File: src/rtl/vga_collision_probe_if.sv
// VGA pixel-stream bus: timing counters, sync/blank flags and the rgb value
// aligned with hcount/vcount on the same cycle.
interface vga_if;
  logic [10:0] hcount;
  logic [10:0] vcount;
  logic        hsync;
  logic        vsync;
  logic        hblnk;
  logic        vblnk;
  logic [11:0] rgb;

  modport in  (input  hcount, vcount, hsync, vsync, hblnk, vblnk, rgb);
  modport out (output hcount, vcount, hsync, vsync, hblnk, vblnk, rgb);
endinterface

File: src/rtl/vga_collision_probe.sv
// Counts wall-coloured pixels in four one-pixel strips around the player box once
// per frame and hands the per-direction blocked flags to game logic via valid/ack.
module vga_collision_probe #(
  parameter logic [11:0] WALL_RGB   = 12'h00f,
  parameter int unsigned BOX_SIZE   = 30,
  parameter int unsigned HIT_THRESH = 1
) (
  input  logic        clk,
  input  logic        rst,
  vga_if.in           vga_in,
  input  logic [10:0] pos_x,
  input  logic [10:0] pos_y,
  input  logic        result_ack,
  output logic        result_valid,
  output logic        blocked_up,
  output logic        blocked_down,
  output logic        blocked_left,
  output logic        blocked_right,
  output logic [7:0]  cnt_up,
  output logic [7:0]  cnt_down,
  output logic [7:0]  cnt_left,
  output logic [7:0]  cnt_right,
  output logic        overrun
);

  localparam int unsigned HorPixels = 1024;
  localparam int unsigned VerPixels = 768;
  localparam logic signed [11:0] BoxS = 12'(BOX_SIZE);

  typedef enum logic [1:0] {StIdle, StScan, StReport} state_e;

  // Direction index: 0 up, 1 down, 2 left, 3 right.
  state_e          state_q, state_d;
  logic [10:0]     px_q, px_d, py_q, py_d;
  logic [3:0][7:0] acc_q, acc_d;
  logic [3:0][7:0] cnt_q, cnt_d;
  logic [3:0]      blk_q, blk_d;
  logic            valid_q, valid_d;
  logic            overrun_q, overrun_d;

  logic sample, frame_start, frame_end;
  logic scan_en, report_load;

  assign sample      = ~vga_in.hblnk & ~vga_in.vblnk;
  assign frame_start = sample && (vga_in.hcount == 11'd0) && (vga_in.vcount == 11'd0);
  assign frame_end   = sample && (vga_in.hcount == 11'(HorPixels - 1)) &&
                       (vga_in.vcount == 11'(VerPixels - 1));

  // State register
  always_ff @(posedge clk) begin
    if (rst) begin
      state_q <= StIdle;
    end else begin
      state_q <= state_d;
    end
  end

  // Next-state logic
  always_comb begin
    state_d = state_q;
    unique case (state_q)
      StIdle:   if (frame_start) state_d = StScan;
      StScan:   if (frame_start) state_d = StScan;
                else if (frame_end) state_d = StReport;
      StReport: if (frame_start) state_d = StScan;
      default:  state_d = StIdle;
    endcase
  end

  // FSM outputs; the frame-start pixel belongs to the new frame in every state.
  always_comb begin
    scan_en     = (state_q == StScan) || frame_start;
    report_load = (state_q == StScan) && frame_end && !frame_start;
  end

  always_comb begin
    px_d = frame_start ? pos_x : px_q;
    py_d = frame_start ? pos_y : py_q;
  end

  // Strip membership on the position in force for this pixel.
  logic signed [11:0] hs, vs, pxs, pys;
  logic               in_cols, in_rows, is_wall;
  logic [3:0]         hit;

  always_comb begin
    hs      = $signed({1'b0, vga_in.hcount});
    vs      = $signed({1'b0, vga_in.vcount});
    pxs     = $signed({1'b0, px_d});
    pys     = $signed({1'b0, py_d});
    in_cols = (hs >= pxs) && (hs <= pxs + BoxS - 12'sd1);
    in_rows = (vs >= pys) && (vs <= pys + BoxS - 12'sd1);
    hit[0]  = (vs == pys - 12'sd1) && in_cols;
    hit[1]  = (vs == pys + BoxS) && in_cols;
    hit[2]  = (hs == pxs - 12'sd1) && in_rows;
    hit[3]  = (hs == pxs + BoxS) && in_rows;
    is_wall = sample && scan_en && (vga_in.rgb == WALL_RGB);
  end

  always_comb begin
    for (int i = 0; i < 4; i++) begin
      acc_d[i] = frame_start ? 8'd0 : acc_q[i];
      if (is_wall && hit[i] && (acc_d[i] != 8'hff)) begin
        acc_d[i] = acc_d[i] + 8'd1;
      end
    end
  end

  // Strips that fall off the screen always block.
  logic [12:0] px_end, py_end;
  logic [3:0]  outside;

  always_comb begin
    px_end     = {2'b00, px_q} + 13'(BOX_SIZE);
    py_end     = {2'b00, py_q} + 13'(BOX_SIZE);
    outside[0] = (py_q == 11'd0);
    outside[1] = (py_end >= 13'(VerPixels));
    outside[2] = (px_q == 11'd0);
    outside[3] = (px_end >= 13'(HorPixels));
  end

  always_comb begin
    cnt_d     = cnt_q;
    blk_d     = blk_q;
    valid_d   = valid_q;
    overrun_d = overrun_q;
    if (report_load) begin
      cnt_d = acc_d;
      for (int i = 0; i < 4; i++) begin
        blk_d[i] = (32'(acc_d[i]) >= HIT_THRESH) || outside[i];
      end
      valid_d   = 1'b1;
      overrun_d = valid_q && !result_ack;
    end else if (valid_q && result_ack) begin
      valid_d   = 1'b0;
      overrun_d = 1'b0;
    end
  end

  always_ff @(posedge clk) begin
    if (rst) begin
      px_q      <= '0;
      py_q      <= '0;
      acc_q     <= '0;
      cnt_q     <= '0;
      blk_q     <= '0;
      valid_q   <= 1'b0;
      overrun_q <= 1'b0;
    end else begin
      px_q      <= px_d;
      py_q      <= py_d;
      acc_q     <= acc_d;
      cnt_q     <= cnt_d;
      blk_q     <= blk_d;
      valid_q   <= valid_d;
      overrun_q <= overrun_d;
    end
  end

  assign result_valid  = valid_q;
  assign overrun       = overrun_q;
  assign cnt_up        = cnt_q[0];
  assign cnt_down      = cnt_q[1];
  assign cnt_left      = cnt_q[2];
  assign cnt_right     = cnt_q[3];
  assign blocked_up    = blk_q[0];
  assign blocked_down  = blk_q[1];
  assign blocked_left  = blk_q[2];
  assign blocked_right = blk_q[3];

endmodule

File: src/flat_wrapper.sv
// flat-port wrapper written by rule: the top's interface ports become plain ports
module vga_collision_probe_flat 
#(
  parameter logic [11:0] WALL_RGB   = 12'h00f,
  parameter int unsigned BOX_SIZE   = 30,
  parameter int unsigned HIT_THRESH = 1
)
  (clk, rst, pos_x, pos_y, result_ack, result_valid, blocked_up, blocked_down, blocked_left, blocked_right, cnt_up, cnt_down, cnt_left, cnt_right, overrun, vga_in_hcount, vga_in_vcount, vga_in_hsync, vga_in_vsync, vga_in_hblnk, vga_in_vblnk, vga_in_rgb);
  vga_if vga_in_i ();
  input  logic clk;
  input  logic rst;
  input  logic [10:0] pos_x;
  input  logic [10:0] pos_y;
  input  logic result_ack;
  output logic result_valid;
  output logic blocked_up;
  output logic blocked_down;
  output logic blocked_left;
  output logic blocked_right;
  output logic [7:0] cnt_up;
  output logic [7:0] cnt_down;
  output logic [7:0] cnt_left;
  output logic [7:0] cnt_right;
  output logic overrun;
  input wire logic [$bits(vga_in_i.hcount)-1:0] vga_in_hcount;
  input wire logic [$bits(vga_in_i.vcount)-1:0] vga_in_vcount;
  input wire logic [$bits(vga_in_i.hsync)-1:0] vga_in_hsync;
  input wire logic [$bits(vga_in_i.vsync)-1:0] vga_in_vsync;
  input wire logic [$bits(vga_in_i.hblnk)-1:0] vga_in_hblnk;
  input wire logic [$bits(vga_in_i.vblnk)-1:0] vga_in_vblnk;
  input wire logic [$bits(vga_in_i.rgb)-1:0] vga_in_rgb;
  assign vga_in_i.hcount = vga_in_hcount;
  assign vga_in_i.vcount = vga_in_vcount;
  assign vga_in_i.hsync = vga_in_hsync;
  assign vga_in_i.vsync = vga_in_vsync;
  assign vga_in_i.hblnk = vga_in_hblnk;
  assign vga_in_i.vblnk = vga_in_vblnk;
  assign vga_in_i.rgb = vga_in_rgb;
  vga_collision_probe #(.WALL_RGB(WALL_RGB), .BOX_SIZE(BOX_SIZE), .HIT_THRESH(HIT_THRESH)) u_core (.clk(clk), .rst(rst), .vga_in(vga_in_i), .pos_x(pos_x), .pos_y(pos_y), .result_ack(result_ack), .result_valid(result_valid), .blocked_up(blocked_up), .blocked_down(blocked_down), .blocked_left(blocked_left), .blocked_right(blocked_right), .cnt_up(cnt_up), .cnt_down(cnt_down), .cnt_left(cnt_left), .cnt_right(cnt_right), .overrun(overrun));
endmodule
File: config.mk
export PLATFORM = sky130hd
export DESIGN_NAME = vga_collision_probe_flat
export DESIGN_NICKNAME = d
export VERILOG_FILES = /design/src/rtl/vga_collision_probe_if.sv /design/src/rtl/vga_collision_probe.sv /design/src/flat_wrapper.sv
export SDC_FILE = /design/constraint.sdc
export NUM_CORES = 1
export LEC_CHECK = 0
export CORE_ASPECT_RATIO = 0.6
export CORE_UTILIZATION = 30
export CTS_CLUSTER_DIAMETER = 60
export DETAILED_ROUTE_END_ITERATION = 16
export HOLD_SLACK_MARGIN = 0.05
export PLACE_DENSITY_LB_ADDON = 0.1
export SLEW_MARGIN = 25
export SYNTH_ARGS = -nofsm -noshare
export SYNTH_HDL_FRONTEND = slang
export SYNTH_SLANG_ARGS = --single-unit
File: constraint.sdc
create_clock -name clk -period 11.3 [get_ports clk]
set_input_delay 2.26 -clock clk [delete_from_list [all_inputs] [get_ports clk]]
set_output_delay 2.26 -clock clk [all_outputs]
set_load 0.01 [all_outputs]
==> summary.txt <==
Run status
  • Outcome: finished, final reports clean

Routing
  • WL/cell: 21.3 um
  • Pre-Repair DR Iteration Count: 5
  • # DRC: 0
  • DRT iter0 DRCs: 920
  • Routed Antenna Nets: 0
  • Overall routed net length: approximately 34,000 um
  • DR vias: 8,839
  • Vias per cell: ~5.6

Yosys
  • Sequential-to-total area share from yosys stat: 0.216
  • Flops & latches, synth: 94
  • Count of different cell masters after synthesis: 86
  • Warnings, synthesis: 0
  • Adder-cell share of the synthesized area: 0.0861
  • Post-synthesis async set-or-reset flop share: 0
  • Post-synthesis xor/xnor area fraction: 0.102
  • Post-Synthesis Cells: about 1,100
  • Post-Syn Area per Cell: roughly 7.7 um2
  • Top_reg_cell synth: dfxtp_1
  • Post-synth EDFFs: 0
  • Compound-cell area share of the yosys netlist: 0.199
  • Largest family of logic cells by synthesized area: simple AND/OR/NAND/NOR gates
  • Mapped Area: 0.00872 mm2
  • Multiplexer area fraction after synthesis: 0.0353
  • Simple-Gate Fraction of Synth Area: 0.308
  • Syn nets: about 1,300

Timing
  • Finish-stage setup viols: 0
  • Slew Viols, Final: 0
  • Max-slew headroom: 0.298
  • Hold Slack: between 0.4 and 0.5 ns
  • Period utilisation layout: 0.926
  • Worst Skew: between 0.01 and 0.015 ns
  • Final WS setup: ~0.83 ns
  • Setup Total Neg Slack: 0 ns
  • RSZ-0062 raised after global routing: no
  • Final worst path period need: 10.47 ns
  • Max Freq: around 96 MHz
  • Tightest Pin Transition: approximately 1.0 ns
  • Final Hold Viols: 0

Clock tree
  • CTS max path bufs: 2
  • H-tree Lvls: 3
  • Cts hold-fix bufs: 0
  • CTS resizes: 0
  • CTS Sinks: 94
  • Post-CTS setup buffer count: 0
  • Clock root buffer: clkbuf_16
  • CTS buffer count: 9
  • CTS tree: yes
  • Worst skew pair latency: 0.37 ns
  • Worst-path clk slew: approximately 0.070 ns

Pwr
  • Pwr Density: ~76 mW/mm2
  • Clock power frac: 0.445
  • Sequential share of power: 0.416
  • Worst ir drop on vdd: between 60 and 70 uV
  • Static leakage: 3.67 nW
  • Comb power frac: 0.138
  • Switching share of power: 0.264
  • Int Power: about 590 uW
  • Sw power: between 200 and 250 uW

Layout
  • Layout cell share with drive strength beyond 1: 0.0697
  • Post-route insts no fill: ~1,600
  • Fill cell count: between 2,000 and 3,000
  • Commonest cells after routing, fill and taps aside: nor2_1, clkdlybuf4s50_1, dfxtp_1
  • Fin nets: between 1,000 and 1,500
  • Final instance area: between 0.01 and 0.015 mm2
  • N_diodes: 0
  • Area Growth Syn to Fin: 19.2%
  • Most common cell after layout, fill and taps aside: nor2_1

Worst setup path
  • Worst Path Required: approximately 12 ns
  • Worst Path Arrival: ~11 ns
  • Crit. End Element: flop
  • Worst Reg-to-Reg Cells: 22
  • Crit Path Class: input pin to flop
  • Worst setup SP type: input pin
  • CP Max Fanout: 12

Place
  • Final HPWL DP: about 26,000 um
  • Port buffer count: approximately 100
  • GP Congestion: between 0.8 and 0.9
  • Area after DPL: 0.0101 mm2
  • Inst Count DP: around 1,600
  • Pre-CTS setup slack: slightly below 0.7 ns

Floorplan
  • Core area: roughly 0.028 mm2
  • Starting Density: 0.311
  • Die area: about 0.030 mm2
  • Die Span Y: 134 um
  • Die X: 222 um
  • I/O pin cnt: slightly above 100
  • Cell Rows: 47

Global route
  • Vias in the first global route: about 7,900
  • Pin count of the biggest net entering global routing: between 60 and 70
  • First-pass GRT wire length: about 51,000 um
  • Overflow after GRT: 0
  • Initial antenna violation count: 0
  • All-Layer GR Usage: 0.226

Hold path
  • Hold path depth: 2
  • Worst hold path type: flop to flop

Run
  • Max-cap violations: 0
-- power groups by stage --
stage	Sequential [mW]	Combinational (mW)	Clock, mW
after CTS	0.331	0.107	0.366
final	0.331	0.110	0.354
after global routing	0.331	0.118	0.376
after detailed placement	0.339	0.107	0
after global placement	0.339	0.107	0
after floorplan	0.339	0.0489	0
-- metal layers --
metal	GRT usage	routed length [um]	vias to the layer above
met5	0.0210	85	-
met3	0.0927	4060	19
met1	0.358	17500	4143
li1	-	-	4312
met2	0.269	11700	363
met4	0.0378	261	2
-- registers in the layout, summed over array words and instances, names as in the netlist --
| name | cells |
|---|---|
| u_core.cnt_right | 8 |
| u_core.result_valid | 1 |
| u_core.cnt_left | 8 |
| u_core.overrun | 1 |
| u_core.cnt_down | 8 |
| u_core.px_q | 11 |
| u_core.blk_q | 4 |
| u_core.cnt_up | 8 |
| u_core.acc_q | 32 |
| u_core.state_q | 2 |
| u_core.py_q | 11 |
-- worst max-delay path, stage by stage --
cell,delay [ns]
clkdlybuf4s50_1,0.72
nor4_1,0.45
and4_1,0.36
nand2_4,0.06
a21boi_0,0.61
ha_1,0.40
nor3b_1,0.56
nand3_2,0.18
and2_1,0.23
xnor2_1,0.19
or3_1,0.36
or3b_2,0.48
nor3_1,0.25
xnor2_1,0.12
ha_1,0.34
nand3_1,0.10
nor3_1,0.18
a21o_1,0.11
a31oi_1,0.05
a311oi_1,0.43
o211ai_2,0.35
or4b_1,0.81
or2_1,0.35
o31a_1,0.32
nor4_1,0.31
a21oi_1,0.11
-- stage by stage --
| step | power (mW) | utilization |
|---|---|---|
| floorplan | 0.388 | - |
| global placement | 0.446 | 0.359 |
| detailed placement | 0.445 | 0.359 |
| CTS | 0.804 | 0.371 |
| global route | 0.825 | 0.371 |
| finish | 0.795 | 0.371 |
-- logic make-up after synthesis --
family,count (synthesis)
AOI/OAI and AO/OA,251
xor gates and xnor gates,94
adders and majority gates,60
buffers and inverters,110
DFF,94
muxes,30
and+or+nand+nor,500
-- cell usage after synthesis (6+ instances only) --
| cell type | count | area, um2 |
|---|---|---|
| xnor2_1 | 57 | 499 |
| and3_1 | 14 | 87.6 |
| a31oi_1 | 9 | 56.3 |
| or3_1 | 13 | 81.3 |
| xor2_1 | 32 | 280 |
| o31ai_1 | 9 | 67.6 |
| a211oi_1 | 31 | 233 |
| mux2i_1 | 24 | 240 |
| nor2b_1 | 12 | 75.1 |
| nor2_1 | 125 | 469 |
| o21ai_0 | 41 | 205 |
| dfxtp_1 | 94 | 1880 |
| nand4b_1 | 9 | 78.8 |
| buf_1 | 6 | 22.5 |
| or4_1 | 9 | 67.6 |
| ha_1 | 60 | 751 |
| a21o_1 | 11 | 82.6 |
| nand2b_1 | 26 | 163 |
| a21oi_1 | 53 | 265 |
| nand2_1 | 88 | 330 |
| nor4_1 | 22 | 138 |
| nor3b_1 | 9 | 67.6 |
| clkbuf_1 | 55 | 206 |
| o211ai_1 | 16 | 120 |
| nand3b_1 | 8 | 60.1 |
| inv_1 | 29 | 109 |
| o2111ai_1 | 6 | 52.6 |
| nor4b_1 | 6 | 52.6 |
| nand4_1 | 32 | 200 |
| nand3_1 | 49 | 245 |
| mux2_2 | 6 | 67.6 |
| buf_2 | 13 | 65.1 |
| nor3_1 | 33 | 165 |
| and2_1 | 14 | 87.6 |
-- area by class of cell --
cell class	instances	area [um2]	area share
Multi-Input combinational cell	935	6390	0.614
Sequential cell	94	1880	0.181
Timing Repair Buffer	131	1230	0.118
Tap cell	367	459	0.0442
Clock buffer	12	256	0.0247
Inverter	29	109	0.0105
Clock inverter	4	77.6	0.00746
-- final timing paths --
kind	from	endpoint	slack [ns]
hold / removal	u_core.cnt_left[6]	u_core.cnt_left[6]	0.45
setup / recovery	vga_in_vcount[5]	u_core.blk_q[0]	0.83
hold reg to reg	u_core.cnt_left[6]	u_core.cnt_left[6]	0.45
setup reg to reg	u_core.px_q[2]	u_core.blk_q[0]	3.88
Note: power is estimated with default switching activity, not from simulation.
